==> config.mk <==
export PLATFORM = sky130hd
export DESIGN_NAME = alu_mc
export DESIGN_NICKNAME = d
export VERILOG_FILES = /design/src/rtl/alu_pkg.sv /design/src/rtl/alu_iter_unit.sv /design/src/rtl/alu_mc.sv
export SDC_FILE = /design/constraint.sdc
export NUM_CORES = 1
export LEC_CHECK = 0
export ABC_CLOCK_PERIOD_IN_PS = 12170
export CAP_MARGIN = 20
export CORE_ASPECT_RATIO = 1.25
export CORE_MARGIN = 2
export CORE_UTILIZATION = 40
export CTS_CLUSTER_SIZE = 20
export DETAILED_ROUTE_END_ITERATION = 10
export GPL_TIMING_DRIVEN = 1
export PLACE_DENSITY = 0.66
export SLEW_MARGIN = 25
export SYNTH_ARGS = -nofsm -noshare
export SYNTH_HDL_FRONTEND = slang
export SYNTH_SLANG_ARGS = --single-unit
==> constraint.sdc <==
create_clock -name clk -period 12.17 [get_ports clk]
set_clock_uncertainty 0.15 [all_clocks]
set_input_delay 1.217 -clock clk [delete_from_list [all_inputs] [get_ports clk]]
set_output_delay 1.217 -clock clk [all_outputs]
set_load 0.02 [all_outputs]
==> src/rtl/alu_pkg.sv <==
// Shared opcode encodings, handshake FSM states and opcode helpers for alu_mc.
package alu_pkg;

    localparam logic [3:0] OP_ADD  = 4'b0000;
    localparam logic [3:0] OP_SUB  = 4'b0001;
    localparam logic [3:0] OP_AND  = 4'b0010;
    localparam logic [3:0] OP_OR   = 4'b0011;
    localparam logic [3:0] OP_XOR  = 4'b0100;
    localparam logic [3:0] OP_SLT  = 4'b0101;
    localparam logic [3:0] OP_SLTU = 4'b0110;
    localparam logic [3:0] OP_SLL  = 4'b0111;
    localparam logic [3:0] OP_SRL  = 4'b1000;
    localparam logic [3:0] OP_SRA  = 4'b1001;
    localparam logic [3:0] OP_MUL  = 4'b1010;
    localparam logic [3:0] OP_DIVU = 4'b1011;
    localparam logic [3:0] OP_REMU = 4'b1100;

    typedef enum logic [1:0] {
        ST_IDLE = 2'd0,
        ST_RUN  = 2'd1,
        ST_DONE = 2'd2
    } state_t;

    function automatic logic is_iter(input logic [3:0] sel);
        return (sel == OP_MUL) || (sel == OP_DIVU) || (sel == OP_REMU);
    endfunction

endpackage

==> src/rtl/alu_iter_unit.sv <==
// Shared iterative engine: shift-add multiplier and restoring divider, one step per cycle.
module alu_iter_unit
    import alu_pkg::*;
#(
    parameter int unsigned WIDTH = 32
) (
    input  logic             clk,
    input  logic             rst,
    input  logic             start,
    input  logic [3:0]       op,
    input  logic [WIDTH-1:0] a,
    input  logic [WIDTH-1:0] b,
    output logic [WIDTH-1:0] result,
    output logic             done
);

    localparam int unsigned CW = $clog2(WIDTH);

    logic             busy;
    logic [CW-1:0]    count;
    logic [3:0]       op_q;
    // x: multiplicand / dividend-then-quotient, y: multiplier / divisor, p: product / remainder
    logic [WIDTH-1:0] x_q, y_q, p_q;
    logic [WIDTH-1:0] x_nxt, y_nxt, p_nxt;
    logic [WIDTH:0]   rem_sh, diff;

    always_comb begin
        rem_sh = {p_q, x_q[WIDTH-1]};
        diff   = rem_sh - {1'b0, y_q};
        x_nxt  = x_q;
        y_nxt  = y_q;
        p_nxt  = p_q;
        if (op_q == OP_MUL) begin
            p_nxt = p_q + (y_q[0] ? x_q : '0);
            x_nxt = x_q << 1;
            y_nxt = y_q >> 1;
        end else if (!diff[WIDTH]) begin
            // A zero divisor always takes this branch: quotient all-ones, remainder = dividend
            p_nxt = diff[WIDTH-1:0];
            x_nxt = {x_q[WIDTH-2:0], 1'b1};
        end else begin
            p_nxt = rem_sh[WIDTH-1:0];
            x_nxt = {x_q[WIDTH-2:0], 1'b0};
        end
        result = (op_q == OP_DIVU) ? x_nxt : p_nxt;
        done   = busy && (count == CW'(WIDTH - 1));
    end

    always_ff @(posedge clk or posedge rst) begin
        if (rst) begin
            busy  <= 1'b0;
            count <= '0;
            op_q  <= OP_MUL;
            x_q   <= '0;
            y_q   <= '0;
            p_q   <= '0;
        end else if (start) begin
            busy  <= 1'b1;
            count <= '0;
            op_q  <= op;
            x_q   <= a;
            y_q   <= b;
            p_q   <= '0;
        end else if (busy) begin
            x_q <= x_nxt;
            y_q <= y_nxt;
            p_q <= p_nxt;
            if (done) begin
                busy  <= 1'b0;
                count <= '0;
            end else begin
                count <= count + CW'(1);
            end
        end
    end

endmodule

==> src/rtl/alu_mc.sv <==
// Multi-cycle ALU: handshake FSM, single-cycle datapath and registered result.
module alu_mc
    import alu_pkg::*;
#(
    parameter int unsigned WIDTH = 32,
    parameter int unsigned SEL_W = 4
) (
    input  logic             clk,
    input  logic             rst,
    input  logic             in_valid,
    output logic             in_ready,
    input  logic [WIDTH-1:0] in0,
    input  logic [WIDTH-1:0] in1,
    input  logic [SEL_W-1:0] sel,
    output logic             out_valid,
    output logic [WIDTH-1:0] out,
    output logic             out_zero
);

    localparam int unsigned SH_W = $clog2(WIDTH);

    state_t           state, state_nxt;
    logic             iter_start, single_xfer, iter_done;
    logic [WIDTH-1:0] alu_res, iter_res;
    logic [SH_W-1:0]  shamt;

    alu_iter_unit #(.WIDTH(WIDTH)) u_iter (
        .clk    (clk),
        .rst    (rst),
        .start  (iter_start),
        .op     (sel),
        .a      (in0),
        .b      (in1),
        .result (iter_res),
        .done   (iter_done)
    );

    always_comb begin
        shamt   = in1[SH_W-1:0];
        alu_res = '0;
        case (sel)
            OP_ADD:  alu_res = in0 + in1;
            OP_SUB:  alu_res = in0 - in1;
            OP_AND:  alu_res = in0 & in1;
            OP_OR:   alu_res = in0 | in1;
            OP_XOR:  alu_res = in0 ^ in1;
            OP_SLT:  alu_res = {{(WIDTH-1){1'b0}}, ($signed(in0) < $signed(in1))};
            OP_SLTU: alu_res = {{(WIDTH-1){1'b0}}, (in0 < in1)};
            OP_SLL:  alu_res = in0 << shamt;
            OP_SRL:  alu_res = in0 >> shamt;
            OP_SRA:  alu_res = $signed(in0) >>> shamt;
            default: alu_res = '0;
        endcase
    end

    always_ff @(posedge clk or posedge rst) begin
        if (rst) state <= ST_IDLE;
        else     state <= state_nxt;
    end

    always_comb begin
        state_nxt   = state;
        in_ready    = 1'b0;
        iter_start  = 1'b0;
        single_xfer = 1'b0;
        case (state)
            ST_IDLE: begin
                in_ready = 1'b1;
                if (in_valid) begin
                    if (is_iter(sel)) begin
                        iter_start = 1'b1;
                        state_nxt  = ST_RUN;
                    end else begin
                        single_xfer = 1'b1;
                    end
                end
            end
            ST_RUN:  if (iter_done) state_nxt = ST_DONE;
            ST_DONE: state_nxt = ST_IDLE;
            default: state_nxt = ST_IDLE;
        endcase
    end

    always_ff @(posedge clk or posedge rst) begin
        if (rst) begin
            out       <= '0;
            out_zero  <= 1'b1;
            out_valid <= 1'b0;
        end else begin
            out_valid <= 1'b0;
            if (single_xfer) begin
                out       <= alu_res;
                out_zero  <= (alu_res == '0);
                out_valid <= 1'b1;
            end else if ((state == ST_RUN) && iter_done) begin
                out       <= iter_res;
                out_zero  <= (iter_res == '0);
                out_valid <= 1'b1;
            end
        end
    end

endmodule

After elaboration in Yosys (flattened, before gate mapping)
Cells that the tools add are included.
Widths: inputs -> output; s select.
- magnitude comparators: 2
- shifts and indexed selects: 3
- multiply operators: 0
- divide/modulo/power cells: 0
- equality and inequality tests: 19
- add/sub/neg operators: 5
- multiplexer cells: 37
- bitwise logic cells: 3
- reduce and logical (&&, ||, !) cells: 13
- operator list (kind ; count):
    $mux 32 ; 13
    $pmux 32 s10 ; 1
    $add 32x32->32 ; 2
    $logic_not 32->1 ; 2
    $lt 32x32->1 ; 2
    $sub 33x32->33 ; 1
    $and 32x32->32 ; 1
    $or 32x32->32 ; 1
    $shl 32x5->32 ; 1
    $shr 32x5->32 ; 1
    $sshr 32x5->32 ; 1
    $sub 32x32->32 ; 1
    $xor 32x32->32 ; 1
    $eq 4x4->1 const B ; 7
    $eq 4x3->1 const B ; 4
    $mux 1 ; 16
    $mux 5 ; 3
    $eq 4x2->1 const B ; 2
    $mux 2 ; 3
    $ne 2x2->1 const B ; 3
    $reduce_bool 2->1 ; 3
    $add 5x1->5 const B ; 1
    $eq 5x5->1 const B ; 1
    $eq 4x1->1 const B ; 1
    other kinds (8) ; 10
- logic and storage cells: 92
- memories: 0
- register bits after elaboration: 142
- RAM bits: 0
- bits in latches: 0
- output and inout port bits: 35
- ROM bits: 0
- bits of input ports: 71

Logic depth before layout (Yosys ltp)
Gate-level depths: netlist of run 1.
- depth in word-level cells: 8
- mapped depth: 19
- gate-level depth less buffers: 16

Modules after synthesis
Synthesis of run 1 repeated with hierarchy kept, for this count alone.
- cells, all modules: 2733
- area total of the unflattened synthesis: 20826.2 um^2
- modules (own cells, without submodules) (module ; times used ; cells each ; area an instance (um^2) ; seq. area each (um^2)):
    alu_mc ; 1 ; 1605 ; 11606.1 ; 902.1
    alu_iter_unit ; 1 ; 1128 ; 9220.1 ; 2655.0

Worst setup path after synthesis of run 1
OpenSTA, ideal clock, no wires.
- path kind: input port to flip-flop
- start: in in1[3]
- end: reg out_zero
- arrival: 5.457 ns
- cell stages on the path: 19
- slack: 6.501 ns
- path buffers: 5
- required time: 11.959 ns
- setup time: 0.061 ns
- cells stage by stage: clkbuf_1 > inv_1 > buf_1 > clkbuf_1 > clkbuf_1 > ha_1 > clkbuf_1 > a21oi_1 > o21ai_0 > a211o_1 > o21ai_0 > o21ai_0 > a221oi_1 > nor4_1 > or4_1 > nand4bb_1 > nor4_1 > a41oi_1 > nand2_1
- longest elaborated chain between the ends: 4
- elaborated cells on any way between the ends: 13
- those cells by class: add/sub: 2; order compare: 2; shift: 3; mux: 2; bitwise: 3; reduce/logical: 1
- RTL lines (what ; line ; RTL):
    from (decl) ; alu_mc.sv:13 ; input logic [WIDTH-1:0] in1,
    $sub 32x32->32, or another cell as far along ; alu_mc.sv:43 ; OP_SUB: alu_res = in0 - in1;
    $pmux 32 s10 * ; alu_mc.sv:41 ; case (sel)
    $logic_not 32->1 * ; alu_mc.sv:93 ; out_zero <= (alu_res == '0);
    $mux 1 * ; alu_mc.sv:91 ; if (single_xfer) begin
    to (signal assigned) ; alu_mc.sv:93 ;
    to (signal assigned) ; alu_mc.sv:97 ; out_zero <= (iter_res == '0);
    to (decl) ; alu_mc.sv:17 ; output logic out_zero
Every way passes the cells marked *; elsewhere a longest branch is shown, timed or not.
A chain may end at the register's enable or synchronous reset.

Worst setup path in the final report of run 1
- start: in in1[1]
- end: reg out_zero
The elaborated chain is that of the path after synthesis.

==> results.tsv, run 1 <==
stage	metric	value	unit
logic_synthesis	syn_nets	3057	
worst_setup_path	crit_cells	15	
routing	first_iter_violations	2489	
global_route	grt_pass1_wl	153000	µm
timing	slew_violations	0	
routing	drcViolationCount	0	
worst_setup_path	worstRegToRegCells	16	
logic_synthesis	synth.distinct_cells	100	
place	gp_congestion	1.03	
clock_network	cts_hold_buf	0	
worst_setup_path	cp_slowest_stage_delay	870	ps
worst_setup_path	path_buf_inv	2	
timing	fin_tns_setup	0	ps
clock_network	path_clk_slew	60	ps
timing	slew-limit-headroom	20.8	%
place	placed_cell_area	0.0227	mm²
routing	num_vias	23400	
clock_network	clk_latency	460	ps
clock_network	cts_buffers	17	
final_layout	design_area	0.0233	mm²
die	dieArea	0.0547	mm²
die	initial_utilization	40.3	%
power	p_leak	10.0	nW
clock_network	clkSinkCount	142	
routing	drtAntennaViolNets	0	
logic_synthesis	synthAdderAreaFrac	10.2	%
routing	drtPass1Iterations	9	
die	die_w	210	µm
job	cap_viol_max_count	0	
final_layout	stdcell_count	3478	
timing	fmax	150	MHz
final_layout	n_fill_cell	5375	
logic_synthesis	synth-edff-count	0	
timing	finalCritPeriodShare	54.7	%
final_layout	drive_gt1_share	9.05	%
logic_synthesis	yosys_warnings	0	
logic_synthesis	ys_ff_latch	142	
timing	hold_slack	336	ps
place	place_hpwl	81400	µm
logic_synthesis	synthSimpleGateAreaFrac	20.7	%
routing	wl_per_cell	30.4	µm
logic_synthesis	synth_compound_area_share	30.1	%
logic_synthesis	synth_top_family_by_area	compound AO/OA/AOI/OAI gates	
final_layout	num_antenna_cells	0	
worst_setup_path	crit_required	12410	ps
final_layout	area_growth	10.2	%
hold_path	hold_path.class	reg2reg	
global_route	grt.total_usage	37.8	%
final_layout	nNetsFinal	3034	
worst_setup_path	worstPathCellList	buf_4 > clkinv_1 > ha_1 > a21oi_1 > o21ai_0 > a211o_1 > o21ai_0 > o21ai_0 > a221oi_1 > nor4_1 > or4_1 > nand4bb_1 > nor4_1 > a41oi_1 > nand2_1	
timing	hold_violations	0	
place	dp.cells	3446	
power	powerDensity	263	mW/mm²
timing	worst_slew_pin_slew	1160	ps
routing	routed_via_density	6.73	
clock_network	cts_tree	yes	
worst_setup_path	worst_path_max_delay_cell	clkinv_1	
logic_synthesis	yosys.area_share.xor_xnor	3.11	%
timing	setup_viol	0	
worst_setup_path	worstSetupStartpointType	primary input	
power	peakVddDrop	0.000128	V
die	die_height	261	µm
logic_synthesis	ys_seq_area_share	16.8	%
clock_network	cts_buffer_depth	2	
global_route	grt_pass1_vias	22400	
worst_setup_path	critPathCaptureType	register	
clock_network	cts_setup_buffers	0	
logic_synthesis	muxShareOfSynthArea	12.2	%
status	status	complete, no violations	
die	rows	94	
logic_synthesis	synthesis.area	0.0211	mm²
worst_setup_path	arrival	6890	ps
logic_synthesis	synthFlopType	dfrtp_1	
logic_synthesis	async_reset_ff_share	100	%
global_route	antenna_found_initial	0	
clock_network	cts.repair.resized	0	
place	io_buffer_count	105	
timing	rsz0062_at_grt	no	
logic_synthesis	synth_cells	2816	
global_route	grt_max_degree	82	
clock_network	root_buffer	clkbuf_16	
timing	period_minus_slack	6650	ps
logic_synthesis	syn_area_per_cell	7.51	µm²
routing	postRouteWirelength	106000	µm
global_route	gr-total-overflow	0	
worst_setup_path	path_class	in2reg	
power	fin_total_pwr	6.13	mW
die	coreArea	0.0525	mm²
worst_setup_path	critPathTopFamily	compound AO/OA/AOI/OAI gates	
clock_network	h-tree-depth	4	
worst_setup_path	worstPathMaxFanout	39	
die	ios	106	
hold_path	whs_path_depth	2	
worst_setup_path	cp_common_cell	o21ai_0	
## path summary, 6_finish.rpt
path / start / endpoint / slack [ps]
worst max-delay path: in1[1] / out_zero / 5520
worst min-delay path: u_iter.op_q[0] / u_iter.op_q[0] / 340
worst max register to register: u_iter.y_q[0] / out_zero / 6310
worst min register to register: u_iter.op_q[0] / u_iter.op_q[0] / 340
max in group asynchronous: rst / u_iter.y_q[12] / 9320
min in group asynchronous: rst / u_iter.p_q[5] / 1090
## cell usage after synthesis (21+ instances only)
master / instances / share of area [%]
and2_1: 47 / 1.4
inv_1: 152 / 2.7
nor3_1: 50 / 1.2
o211ai_1: 55 / 2.0
a22oi_1: 36 / 1.3
xor2_1: 26 / 1.1
clkbuf_1: 156 / 2.8
o21a_1: 25 / 0.89
nor2_1: 243 / 4.3
nor2b_1: 25 / 0.74
o221ai_1: 22 / 0.91
a31oi_1: 66 / 2.0
ha_1: 166 / 9.8
mux2_2: 30 / 1.6
nand4_1: 21 / 0.62
nor4_1: 22 / 0.65
a21oi_1: 222 / 5.3
o21ai_0: 181 / 4.3
mux2i_1: 103 / 4.9
o22ai_1: 29 / 0.86
dfrtp_1: 139 / 16
a211oi_1: 40 / 1.4
a21o_1: 41 / 1.5
nand2_1: 333 / 5.9
buf_2: 27 / 0.64
nand3_1: 58 / 1.4
mux4_2: 52 / 5.5
xnor2_1: 49 / 2.0
and3_1: 21 / 0.62
## power breakdown
part / switching (mW) / internal, mW
clock network: 0.242 / 0.312
logic: 2.90 / 1.69
registers: 0.268 / 0.712
total: 3.41 / 2.72
## worst reg2reg max path, cell delays in order, from the launching register on
cell	delay (ps)
dfrtp_1	360
buf_4	240
and2_1	220
ha_1	240
fa_1	470
a211oi_1	340
nor4_1	150
a211oi_1	660
nand2_1	340
a31oi_1	400
o21ai_0	170
xor2_1	170
o221ai_1	580
o2111ai_1	190
or4_1	440
or4_1	580
nand2_1	110
## kinds of logic (layout without fill, tap and decap cells)
| kind of cell | Yosys count | count (layout) |
|---|---|---|
| buffers and inverters | 366 | 356 |
| muxes | 187 | 187 |
| DFF | 142 | 142 |
| adders and majority gates | 170 | 170 |
| AOI/OAI and AO/OA | 948 | 948 |
| xor gates and xnor gates | 75 | 75 |
| and+or+nand+nor | 928 | 928 |
## metal layers
metal | track usage [%] | vias to the layer above | wire (µm)
met5 | 0 | - | 0
met4 | 22.8 | 0 | 7360
met3 | 5.04 | 302 | 8250
met2 | 63.7 | 1303 | 49300
met1 | 46.3 | 11400 | 40700
li1 | - | 10400 | -
## layout make-up
type                            count  area (µm²)  area share [%]
Clock buffer                       19         443            1.90
Multi-Input combinational cell   2308       16200            69.5
Timing Repair Buffer              170        1530            6.55
Inverter                          154         583            2.50
Sequential cell                   142        3560            15.3
Tap cell                          672         841            3.61
Clock inverter                     13         153           0.655
## stage by stage
step / utilization (%) / setup slack (ps)
global route: 44.4 / 5430
CTS: 44.4 / 5670
global placement: 43.3 / 5200
detailed placement: 43.3 / 5200
finish: 44.4 / 5520
floorplan: - / 6500
## sequential cells by signal (all words and copies together) (netlist names)
name / count
out_valid: 1
u_iter.count: 5
u_iter.p_q: 32
out: 32
u_iter.x_q: 32
u_iter.busy: 1
u_iter.op_q: 4
u_iter.y_q: 32
state: 2
out_zero: 1
## layout by cell type (no fill, tap or decap), types with 47 or more instances in the layout
cell type,n
dfrtp_1,138
a21oi_1,221
nand3_1,58
ha_1,166
o21ai_0,181
and2_1,47
mux4_2,52
buf_4,68
nand2_1,333
clkdlybuf4s50_1,101
mux2i_1,103
o211ai_1,55
xnor2_1,49
nor2_1,241
a31oi_1,66
inv_1,151
nor3_1,49
Power figures use the tool's default switching activity.
==> run 2: changes to the inputs <==
- ABC_CLOCK_PERIOD_IN_PS: 12170 -> 6500
- clock period: 12.17 -> 6.5 ns (I/O delays scaled with it)
==> results.tsv, run 2 (synthesis gave the netlist of run 1 again) <==
stage	metric	value	unit	change
clock_network	cts_buffer_depth	2		unchanged
worst_setup_path	r2r-end	out_zero		
timing	rsz0062_at_grt	no		
worst_setup_path	critPathCaptureType	register		
place	io_buffer_count	105		unchanged
worst_setup_path	worst_path_max_delay_cell	o21ai_0		
worst_setup_path	worstPathMaxFanout	15		-62%
power	peakVddDrop	0.000297	V	+130%
final_layout	area_growth	12.0	%	
die	coreArea	0.0525	mm²	unchanged
timing	slew_violations	0		unchanged
timing	period_minus_slack	5890	ps	
timing	fmax	170	MHz	
global_route	grt_pass1_vias	22700		+1.1%
die	die_w	210	µm	unchanged
job	cap_viol_max_count	0		unchanged
routing	drtPass1Iterations	6		-3
clock_network	path_clk_slew	70	ps	about the same
routing	postRouteWirelength	111000	µm	+5.1%
worst_setup_path	worstSetupStartpointType	register		
power	p_leak	10.3	nW	+2.3%
final_layout	regArea	0.00356	mm²	unchanged
place	place_hpwl	87300	µm	+7.2%
hold_path	hold_path.class	reg2reg		
clock_network	root_buffer	clkbuf_16		
final_layout	mostFrequentLayoutCells	nand2_1 (333), nor2_1 (241), a21oi_1 (221), o21ai_0 (181), ha_1 (166)		
routing	drtAntennaViolNets	0		unchanged
hold_path	min_to	u_iter.op_q[2]		
clock_network	cts_setup_buffers	0		unchanged
die	die_height	261	µm	unchanged
worst_setup_path	critPathTopFamily	simple AND/OR/NAND/NOR gates		
routing	num_vias	23800		+1.6%
global_route	grt_max_degree	105		+28%
die	ios	106		unchanged
final_layout	layout_commonest_cell	nand2_1		
place	placed_cell_area	0.0231	mm²	+1.7%
global_route	gr-total-overflow	0		unchanged
timing	slew-limit-headroom	18.5	%	-2.3 points
timing	fin_tns_setup	0	ps	unchanged
worst_setup_path	r2r-start	u_iter.y_q[0]		
clock_network	cts_tree	yes		
worst_setup_path	rrSetupSlack	610	ps	-5700 ps
final_layout	multi_input_area	0.0162	mm²	unchanged
worst_setup_path	worstPathCellList	ha_1 > inv_1 > fa_1 > a211oi_1 > o211ai_1 > and3_1 > o21ai_1 > nand3_1 > nand2_1 > a21oi_1 > o21ai_0 > o2111ai_1 > buf_4 > or4_1 > or4_1 > nand2_1		
worst_setup_path	arrival	6140	ps	-750 ps
die	initial_utilization	40.3	%	unchanged
status	status	complete, no violations		
die	dieArea	0.0547	mm²	unchanged
timing	hold_violations	0		unchanged
power	powerDensity	489	mW/mm²	+86%
hold_path	whs_path_depth	2		unchanged
timing	worst_slew_pin_slew	1190	ps	+33.5 ps
worst_setup_path	crit_required	6750	ps	-5660 ps
routing	wl_per_cell	31.5	µm	+3.6%
worst_setup_path	cp_slowest_stage_delay	820	ps	-50 ps
timing	setup_viol	0		unchanged
final_layout	design_area	0.0237	mm²	+1.6%
die	rows	94		unchanged
final_layout	drive_gt1_share	10.6	%	+1.6 points
routing	routed_via_density	6.73		about the same
clock_network	cts_hold_buf	0		unchanged
global_route	grt_pass1_wl	160000	µm	+4.0%
hold_path	hp-start	u_iter.op_q[2]		
worst_setup_path	crit_cells	16		+1
routing	first_iter_violations	2645		+6.3%
worst_setup_path	worstRegToRegCells	16		unchanged
final_layout	nNetsFinal	3085		+1.7%
global_route	grt.total_usage	39.7	%	+1.9 points
place	gp_congestion	1.07		+4.0%
routing	drcViolationCount	0		unchanged
worst_setup_path	path_class	reg2reg		
clock_network	clk_latency	460	ps	about the same
final_layout	n_fill_cell	5338		-0.69%
clock_network	clkSinkCount	142		unchanged
worst_setup_path	path_buf_inv	2		unchanged
timing	finalCritPeriodShare	90.6	%	
clock_network	cts_buffers	17		unchanged
global_route	antenna_found_initial	4		+4
clock_network	h-tree-depth	4		unchanged
clock_network	cts.repair.resized	0		unchanged
[run 2: changes by cell type in the layout (fill, tap and decap cells not counted), moves of 2 or more]
cell,delta
clkinv_8,+2
inv_8,+2
bufinv_16,-2
buf_4,+50
diode_2,+2
[run 2: layout make-up]
| type | instances | area share [%] |
|---|---|---|
| Multi-Input combinational cell | 2308 | 68.4 |
| Tap cell | 672 | 3.55 |
| Timing Repair Buffer | 221 | 8.11 |
| Inverter | 154 | 2.46 |
| Clock buffer | 17 | 1.80 |
| Antenna cell | 2 | 0.0211 |
| Clock inverter | 15 | 0.623 |
| Sequential cell | 142 | 15.0 |
[run 2: worst min-delay path, stage by stage (launching register included)]
cell and delay, ps:
dfrtp_1 350, nand2_1 50, o21ai_0 60
[run 2: power breakdown]
part | total, mW | switching, mW | internal (mW) | leakage [nW]
sequential | 1.87 | 0.535 | 1.33 | 1.67
combinational | 8.71 | 5.47 | 3.25 | 8.33
clock | 0.993 | 0.485 | 0.508 | 0.277
total | 11.6 | 6.49 | 5.09 | 10.3
[run 2: how the worst max path moves through the flow]
stage	slack, ps	startpoint	end
after detailed placement	760	u_iter.y_q[0]	out_zero
final	610	u_iter.y_q[0]	out_zero
after CTS	720	u_iter.y_q[0]	out_zero
after global routing	460	u_iter.y_q[0]	out_zero
after global placement	810	u_iter.y_q[0]	out_zero
after floorplan	1400	in1[3]	out_zero
[run 2: metal layers]
layer	global-route usage (%)	vias up	part of all wire [%]	routed length, µm
met2	64.6	1417	46	50600
li1	-	10500	-	-
met1	48.5	11500	38	42600
met3	5.65	362	7.9	8720
met5	0	-	0.021	23
met4	28.6	4	8.2	9150
[run 2: through the flow]
step	utilization, %	hold WS, ps	std cells	setup WS [ps]	power, mW
2_1_floorplan	-	305	2816	1400	7.46
3_3_place_gp	44.0	325	3497	815	10.2
3_5_place_dp	44.1	329	3497	756	10.3
4_1_cts	45.2	344	3529	724	11.4
5_1_grt	45.2	381	3529	461	12.3
6_report	45.2	345	3531	613	11.6
